[src/rtl/vga_pkg.sv]
// Shared raster types and the default 640x480@60 timing constants (50 MHz system clock).
package vga_pkg;

  typedef enum logic [1:0] {FP, SYNC, BP, ACT} vga_phase_t;

  localparam int CNT_W = 10;

  localparam int DEF_CLK_DIV = 2;
  localparam int DEF_H_FP    = 16;
  localparam int DEF_H_SYNC  = 96;
  localparam int DEF_H_BP    = 48;
  localparam int DEF_H_ACT   = 640;
  localparam int DEF_V_FP    = 10;
  localparam int DEF_V_SYNC  = 2;
  localparam int DEF_V_BP    = 33;
  localparam int DEF_V_ACT   = 480;

  localparam int H_BLANK = DEF_H_FP + DEF_H_SYNC + DEF_H_BP;
  localparam int V_BLANK = DEF_V_FP + DEF_V_SYNC + DEF_V_BP;
  localparam int H_TOTAL = H_BLANK + DEF_H_ACT;
  localparam int V_TOTAL = V_BLANK + DEF_V_ACT;

endpackage

[src/rtl/vga_axis_counter.sv]
// One raster axis: a position counter plus a FP/SYNC/BP/ACT phase FSM that advances on step.
module vga_axis_counter #(
  parameter int FP   = 16,
  parameter int SYNC = 96,
  parameter int BP   = 48,
  parameter int ACT  = 640
) (
  input  logic                       clk,
  input  logic                       n_rst,
  input  logic                       step,
  output logic [vga_pkg::CNT_W-1:0]  count,
  output vga_pkg::vga_phase_t        phase,
  output vga_pkg::vga_phase_t        phase_nxt,
  output logic                       wrap
);

  localparam int W     = vga_pkg::CNT_W;
  localparam int TOTAL = FP + SYNC + BP + ACT;

  localparam logic [W-1:0] LAST_FP   = W'(FP - 1);
  localparam logic [W-1:0] LAST_SYNC = W'(FP + SYNC - 1);
  localparam logic [W-1:0] LAST_BP   = W'(FP + SYNC + BP - 1);
  localparam logic [W-1:0] LAST      = W'(TOTAL - 1);

  logic [W-1:0]        count_q, count_d;
  vga_pkg::vga_phase_t phase_q, phase_d;

  assign wrap = (count_q == LAST);

  always_comb begin
    count_d = count_q;
    phase_d = phase_q;
    if (step) begin
      count_d = wrap ? '0 : count_q + 1'b1;
      case (phase_q)
        vga_pkg::FP:   if (count_q == LAST_FP)   phase_d = vga_pkg::SYNC;
        vga_pkg::SYNC: if (count_q == LAST_SYNC) phase_d = vga_pkg::BP;
        vga_pkg::BP:   if (count_q == LAST_BP)   phase_d = vga_pkg::ACT;
        vga_pkg::ACT:  if (wrap)                 phase_d = vga_pkg::FP;
        default:                                 phase_d = vga_pkg::FP;
      endcase
    end
  end

  always_ff @(posedge clk or negedge n_rst) begin
    if (!n_rst) begin
      count_q <= '0;
      phase_q <= vga_pkg::FP;
    end else begin
      count_q <= count_d;
      phase_q <= phase_d;
    end
  end

  assign count     = count_q;
  assign phase     = phase_q;
  // The next phase lets the parent register sync/active in step with the counter.
  assign phase_nxt = phase_d;

endmodule

[src/rtl/vga_timing_gen.sv]
// Raster timing generator: pixel divider, column/row axes, registered sync/active/frame strobes.
module vga_timing_gen
  import vga_pkg::*;
#(
  parameter int CLK_DIV = DEF_CLK_DIV,
  parameter int H_FP    = DEF_H_FP,
  parameter int H_SYNC  = DEF_H_SYNC,
  parameter int H_BP    = DEF_H_BP,
  parameter int H_ACT   = DEF_H_ACT,
  parameter int V_FP    = DEF_V_FP,
  parameter int V_SYNC  = DEF_V_SYNC,
  parameter int V_BP    = DEF_V_BP,
  parameter int V_ACT   = DEF_V_ACT
) (
  input  logic             clk,
  input  logic             n_rst,
  input  logic             enable,
  output logic             pixel_clk,
  output logic [CNT_W-1:0] colcnt,
  output logic [CNT_W-1:0] rowcnt,
  output logic             hsync,
  output logic             vsync,
  output logic             active,
  output logic             frame_start
);

  localparam int DIV_W = $clog2(CLK_DIV);
  localparam logic [DIV_W-1:0] DIV_LAST = DIV_W'(CLK_DIV - 1);
  localparam logic [CNT_W-1:0] H_ACT_START = CNT_W'(H_FP + H_SYNC + H_BP);
  localparam logic [CNT_W-1:0] V_ACT_START = CNT_W'(V_FP + V_SYNC + V_BP);

  logic [DIV_W-1:0] div_q, div_d;
  logic             tick;
  logic             h_wrap, v_wrap;
  vga_phase_t       h_phase, h_phase_nxt, v_phase, v_phase_nxt;

  logic pixel_clk_q, frame_start_q, hsync_q, vsync_q, active_q;

  assign tick  = enable && (div_q == DIV_LAST);
  assign div_d = (enable && !tick) ? div_q + 1'b1 : '0;

  vga_axis_counter #(
    .FP(H_FP), .SYNC(H_SYNC), .BP(H_BP), .ACT(H_ACT)
  ) u_h_axis (
    .clk(clk), .n_rst(n_rst), .step(tick),
    .count(colcnt), .phase(h_phase), .phase_nxt(h_phase_nxt), .wrap(h_wrap)
  );

  vga_axis_counter #(
    .FP(V_FP), .SYNC(V_SYNC), .BP(V_BP), .ACT(V_ACT)
  ) u_v_axis (
    .clk(clk), .n_rst(n_rst), .step(tick && h_wrap),
    .count(rowcnt), .phase(v_phase), .phase_nxt(v_phase_nxt), .wrap(v_wrap)
  );

  always_ff @(posedge clk or negedge n_rst) begin
    if (!n_rst) begin
      div_q         <= '0;
      pixel_clk_q   <= 1'b0;
      frame_start_q <= 1'b0;
      hsync_q       <= 1'b1;
      vsync_q       <= 1'b1;
      active_q      <= 1'b0;
    end else begin
      div_q         <= div_d;
      pixel_clk_q   <= tick;
      frame_start_q <= tick && h_wrap && v_wrap;
      // Strobes follow the next phase so they always describe the counters beside them.
      if (tick) begin
        hsync_q  <= (h_phase_nxt != SYNC);
        vsync_q  <= (v_phase_nxt != SYNC);
        active_q <= (h_phase_nxt == ACT) && (v_phase_nxt == ACT);
      end
    end
  end

  assign pixel_clk   = pixel_clk_q;
  assign frame_start = frame_start_q;
  assign hsync       = hsync_q;
  assign vsync       = vsync_q;
  assign active      = active_q;

  h_phase_matches_col: assert property (@(posedge clk) disable iff (!n_rst)
    (h_phase == ACT) == (colcnt >= H_ACT_START));
  v_phase_matches_row: assert property (@(posedge clk) disable iff (!n_rst)
    (v_phase == ACT) == (rowcnt >= V_ACT_START));

endmodule

[config.mk]
export PLATFORM = sky130hd
export DESIGN_NAME = vga_timing_gen
export DESIGN_NICKNAME = d
export VERILOG_FILES = /design/src/rtl/vga_pkg.sv /design/src/rtl/vga_axis_counter.sv /design/src/rtl/vga_timing_gen.sv
export SDC_FILE = /design/constraint.sdc
export NUM_CORES = 1
export LEC_CHECK = 0
export BUFFER_PORTS_ARGS = -buffer_cell sky130_fd_sc_hd__buf_4
export CAP_MARGIN = 20
export CORE_MARGIN = 8
export CORE_UTILIZATION = 35
export DETAILED_ROUTE_END_ITERATION = 16
export PLACE_DENSITY_LB_ADDON = 0.15
export SLEW_MARGIN = 10
export SYNTH_ARGS = -nofsm -noshare
export SYNTH_HDL_FRONTEND = slang
export SYNTH_HIERARCHICAL = 1
export SYNTH_SLANG_ARGS = --single-unit
export TNS_END_PERCENT = 50
[constraint.sdc]
create_clock -name clk -period 3.9 [get_ports clk]
set_input_delay 0.39 -clock clk [delete_from_list [all_inputs] [get_ports clk]]
set_output_delay 0.39 -clock clk [all_outputs]
set_load 0.005 [all_outputs]
# --- After elaboration in Yosys (flattened, before gate mapping) ---
# Cells that the tools add are included.
op_classes:
  n_eq_ne: 18
  n_mux: 15
  reduce_logical: 8
  addsub: 3
op_table:
  columns: ["operator", "n"]
  rows:
  - ["== test 10 x 4 -> 1 bit (second input constant)", 3]
  - ["adder 10 x 1 -> 10 bit (second input constant)", 2]
  - ["== test 10 bit (second input constant)", 2]
  - ["two-way mux 10 bit", 2]
  - ["two-way mux 2 bit", 10]
  - ["one-hot mux 2 bit (4 select lines)", 2]
  - ["== test 2 bit (second input constant)", 6]
  - ["== test 10 x 6 -> 1 bit (second input constant)", 1]
  - ["== test 10 x 7 -> 1 bit (second input constant)", 1]
  - ["== test 10 x 8 -> 1 bit (second input constant)", 1]
  - ["logical AND 1 bit", 5]
  - ["== test 2 x 1 -> 1 bit (second input constant)", 2]
  - ["zero test 2 bit", 2]
  - ["inequality test 2 x 1 -> 1 bit (second input constant)", 2]
  - ["adder 1 bit (second input constant)", 1]
  - ["zero test 1 bit", 1]
  - ["two-way mux 1 bit", 1]
word_totals:
  out_inout_bits: 25
  regBits: 30
  in_bits: 3
  wordCells: 54

# --- Depth between registers and ports, before layout ---
depth:
  ltp_word: 6
  mapped_depth: 11
  ltp_nobuf: 9

# --- Cells and area by module ---
# Netlist, hierarchy kept.
by_module_without_submodules:
  columns: ["mod", "area_each_um2", "cells_each", "instances", "seq_area_each_um2"]
  rows:
  - ["vga_axis_counter (u_v_axis)", 710.7, 74, 1, 300.3]
  - ["vga_axis_counter (u_h_axis)", 650.6, 63, 1, 300.3]
  - ["vga_timing_gen", 245.2, 20, 1, 152.6]

# --- Worst setup path after synthesis ---
# Ideal clock, no wire load.
synth_path:
  path_kind: "register to register"
  from: "reg u_h_axis.count_q[0], in the netlist u_h_axis/count[0]"
  to: "reg active_q, in the netlist active"
  arrival_time_ns: 2.277
  required_time_ns: 3.821
  slack_ns: 1.544
  synth_period_minus_slack_ns: 2.356
  stages_incl_launch_ff: 12
  n_path_buf: 2
  path_cell_list: "dfrtp_1 -> ha_1 -> and4_1 -> buf_4 -> and3_2 -> clkbuf_1 -> nand2_1 -> o31a_1 -> a21oi_1 -> o32ai_1 -> nand4_1 -> mux2i_1"
synth_via:
  word_cells_on_any_way: 15
synth_lines:
  columns: ["item", "line_no", "rtl"]
  rows:
  - ["start, declared", "vga_axis_counter.sv:25", "logic [W-1:0] count_q, count_d;"]
  - ["start signal, assigned", "vga_axis_counter.sv:50", "count_q <= count_d;"]
  - ["== test 10 bit", "vga_axis_counter.sv:28", "assign wrap = (count_q == LAST);"]
  - ["via h_wrap", "vga_timing_gen.sv:34", "logic h_wrap, v_wrap;"]
  - ["logical AND 1 bit", "vga_timing_gen.sv:52", ".clk(clk), .n_rst(n_rst), .step(tick && h_wrap),"]
  - ["two-way mux 2 bit", "vga_axis_counter.sv:33", "if (step) begin"]
  - ["via v_phase_nxt[0]", "vga_timing_gen.sv:35", "vga_phase_t h_phase, h_phase_nxt, v_phase, v_phase_nxt;"]
  - ["== test 2 bit", "vga_timing_gen.sv:72", "active_q <= (h_phase_nxt == ACT) && (v_phase_nxt == ACT);"]
  - ["logical AND 1 bit", "vga_timing_gen.sv:72", null]
  - ["end signal, assigned", "vga_timing_gen.sv:72", null]
  - ["end, declared", "vga_timing_gen.sv:37", "logic pixel_clk_q, frame_start_q, hsync_q, vsync_q, active_q;"]
# The timed path passes the listed nets, and every way through them passes these cells.
# A chain may end at the register's enable or synchronous reset.

# --- Worst setup path in the final report ---
layout_path:
  from: "reg u_h_axis.count_q[5], in the netlist u_h_axis/count[5]"
  to: "reg active_q, in the netlist active"
# Same word-level chain as after synthesis.

==> flow_metrics.tcl <==
set metrics [dict create \
    finClkSkew_ns 0.00517 \
    powerDensity_nw_per_um2 419 \
    dp_hpwl_um 2670 \
    cts_tree "built" \
    cts_resized 0 \
    synth_top_area_share_pct 43.6 \
    clk_path_buf_depth 2 \
    die_area_um2 7010 \
    netlist_area_um2 1610 \
    cp.arrival_ns 2.74 \
    required_ns 4.06 \
    synth_top_family_by_area "simple AND/OR/NAND/NOR gates" \
    antenna_found_initial 0 \
    maxSlewHeadroom_pct 72.6 \
    routed_via_density 5.36 \
    leakagePower_nw 0.914 \
    die_w_um 83.8 \
    instances_no_fill 239 \
    ir_drop_mv 0.136 \
    grt_overflow 0 \
    synth_top_flop_cell "dfrtp_1" \
    routed_wl_um 3700 \
    grt_max_degree 31 \
    max_freq_ghz 0.387 \
    start_util_pct 36.6 \
    synth.avg_cell_area_um2 10.2 \
    grt_pass1_wl_um 6380 \
    diodes 0 \
    final_util_pct 43.9 \
    n_fill_cell 428 \
    synth-seq-cells 30 \
    synth_compound_area_share_pct 10.8 \
    firstDrtPassIters 4 \
    synth_edf_count 0 \
    worstSetupPathType "register to register" \
    clkSlewWorstSetupHoldPaths_ns 0.06 \
    post-cts-setup-buffers 0 \
    worst_slack_ns 1.32 \
    dp.cells 231 \
    cts_buffers 5 \
    worstHoldPathType "input port to async pin" \
    synth_nets 164 \
    drive_gt1_share_pct 23.5 \
    core_um2 4380 \
    via_count 1281 \
    postCtsHoldBufs 0 \
    worstMarginPinSlew_ns 0.405 \
    synth-adder-area-share_pct 3.12 \
    area_growth_syn_to_layout_pct 19.9 \
    place_congestion 0.773 \
    synthMuxAreaShare_pct 2.18 \
    worstPathMaxFanout 14 \
    cp-end-kind "register" \
    report.final.hold_viol_count 0 \
    dp_slack_ns 1.34 \
    setup_viol 0 \
    num_rows 24 \
    yosys.area.top_type "dfrtp_1" \
    totalPowerFinal_mw 0.808 \
    finalSetupTns_ns 0 \
    final.period_utilization_pct 66.3 \
    insertion_delay_ns 0.28 \
    ys_top_cells_by_area "dfrtp_1 (44%), xnor2_1 (3.8%), nand2_1 (3.5%)" \
    io-pin-count 28 \
    yosys.area_share.simple_pct 25.2 \
    max_cap_viol_count 0 \
    synth_cells 157 \
    start_kind "register" \
    synthXorXnorAreaFrac_pct 7.09 \
    root_buffer "clkbuf_8" \
    ys_seq_area_share_pct 46.9 \
    io_buffers 27 \
    drtIter0Drc 58 \
    cts_sinks 30 \
    synth.distinct_cells 48 \
    rsz0062_at_grt "no" \
    drc 0 \
    slew_viol_final 0 \
    grt_pass1_vias 1361 \
    asyncSetResetFlopFracSynth_pct 100 \
    min_period_ns 2.58 \
    ctsHtreeMaxLevel 2 \
    drtAntennaViolNets 0 \
    fin_nets 193 \
    status "completed" \
    wl_per_cell_um 15.5 \
    die_h_um 83.8 \
    grtUsageTotal_pct 10.8 \
    yosysWarnings 6 \
]
state kept, by name, summed over array words and instances (netlist names):
name	cells
active	1
div_q	1
frame_start	1
hsync	1
pixel_clk	1
u_h_axis/count	10
u_h_axis/phase	2
u_v_axis/count	10
u_v_axis/phase	2
vsync	1
critical path, cell delays in order, from the launching register on:
cell,delay (ns)
dfrtp_1,0.46
nor4b_2,0.31
and4_1,0.37
and3_2,0.36
nand2_1,0.08
o31a_1,0.32
a221oi_2,0.18
o32ai_1,0.16
nand4_1,0.12
mux2i_1,0.08
report_power, final:
group,switching [mW],internal [mW],leakage (nW)
logic,0.0628,0.0876,0.479
registers,0.0504,0.353,0.387
clock network,0.112,0.142,0.0482
total,0.226,0.582,0.914
layout make-up:
cell class                      instances  area, um2  area share [%]
Sequential cell                        30        753            39.1
Clock inverter                          1       5.00           0.260
Clock buffer                            7       86.3            4.48
Tap cell                               52       65.1            3.38
Timing Repair Buffer                   27        203            10.5
Inverter                               10       37.5            1.95
Multi-Input combinational cell        112        777            40.3
worst paths after layout:
kind | end | cells past startpoint | from | slack, ns
setup / recovery | active$_DFFE_PN0P_ | 9 | u_h_axis/count[5]$_DFFE_PN0P_ | 1.32
hold / removal | u_h_axis/count[9]$_DFFE_PN0P_ | 1 | n_rst | 0.03
setup reg to reg | active$_DFFE_PN0P_ | 9 | u_h_axis/count[5]$_DFFE_PN0P_ | 1.32
hold reg to reg | vsync$_DFFE_PN1P_ | 2 | vsync$_DFFE_PN1P_ | 0.52
max in group asynchronous | hsync$_DFFE_PN1P_ | 1 | n_rst | 3.55
min in group clk | div_q$_DFF_PN0_ | 2 | enable | 0.38
cells in the final DEF (no fill, tap or decap), types with 2 or more instances in the layout:
master / Yosys / final
nor2_1: 8 / 8
a22o_1: 2 / 2
mux2i_1: 2 / 2
buf_4: 1 / 27
nor4b_1: 2 / 2
or4b_1: 2 / 2
clkbuf_8: 0 / 6
and4_1: 2 / 2
nor2b_1: 2 / 2
dfstp_2: 2 / 2
a21oi_1: 6 / 6
xor2_1: 6 / 6
and3_1: 5 / 5
and2_1: 2 / 2
nand2_1: 15 / 15
a31oi_1: 4 / 4
o2bb2ai_1: 3 / 3
dfrtp_1: 28 / 28
ha_1: 4 / 4
nand4_1: 6 / 6
nand3_1: 6 / 6
a21o_1: 2 / 2
xnor2_1: 7 / 7
inv_1: 10 / 10
nor3_1: 2 / 2
o22ai_1: 2 / 2
nor4_1: 2 / 2
o21ai_0: 2 / 2
logic make-up after synthesis:
family / after synthesis
AOI/OAI and AO/OA: 25
xor gates and xnor gates: 13
adders and majority gates: 4
buffers and inverters: 15
DFF: 30
muxes: 3
and+or+nand+nor: 67
synth_stat cells (2+ instances only):
| cell | n |
|---|---|
| and3_1 | 5 |
| nor4_1 | 2 |
| a22o_1 | 2 |
| dfstp_2 | 2 |
| nor3_1 | 2 |
| nor2b_1 | 2 |
| nor2_1 | 8 |
| nor4b_1 | 2 |
| buf_6 | 2 |
| nand3_1 | 6 |
| nand4_1 | 6 |
| o21ai_0 | 2 |
| inv_1 | 10 |
| and2_1 | 2 |
| nand2_1 | 15 |
| and4_1 | 2 |
| a21oi_1 | 6 |
| o2bb2ai_1 | 3 |
| ha_1 | 4 |
| or4b_1 | 2 |
| xnor2_1 | 7 |
| dfrtp_1 | 28 |
| mux2i_1 | 2 |
| xor2_1 | 6 |
| a21o_1 | 2 |
| a31oi_1 | 4 |
| o22ai_1 | 2 |
metrics by stage:
stage,cell area [um2],hold slack [ns]
after floorplan,1610,0.0944
after detailed placement,1840,0.346
after global placement,1840,0.339
final,1930,0.0324
after global routing,1930,0.0545
after CTS,1930,0.0377
layer usage:
metal  GRT usage, %  vias up  part of all wire [%]
li1               -      622                     -
met5              0        -                     0
met2           17.5       25                    49
met1           12.6      629                    45
met4           4.24        0                   1.3
met3           4.10        5                   5.0
No activity file was read; power rests on OpenSTA's default activity.
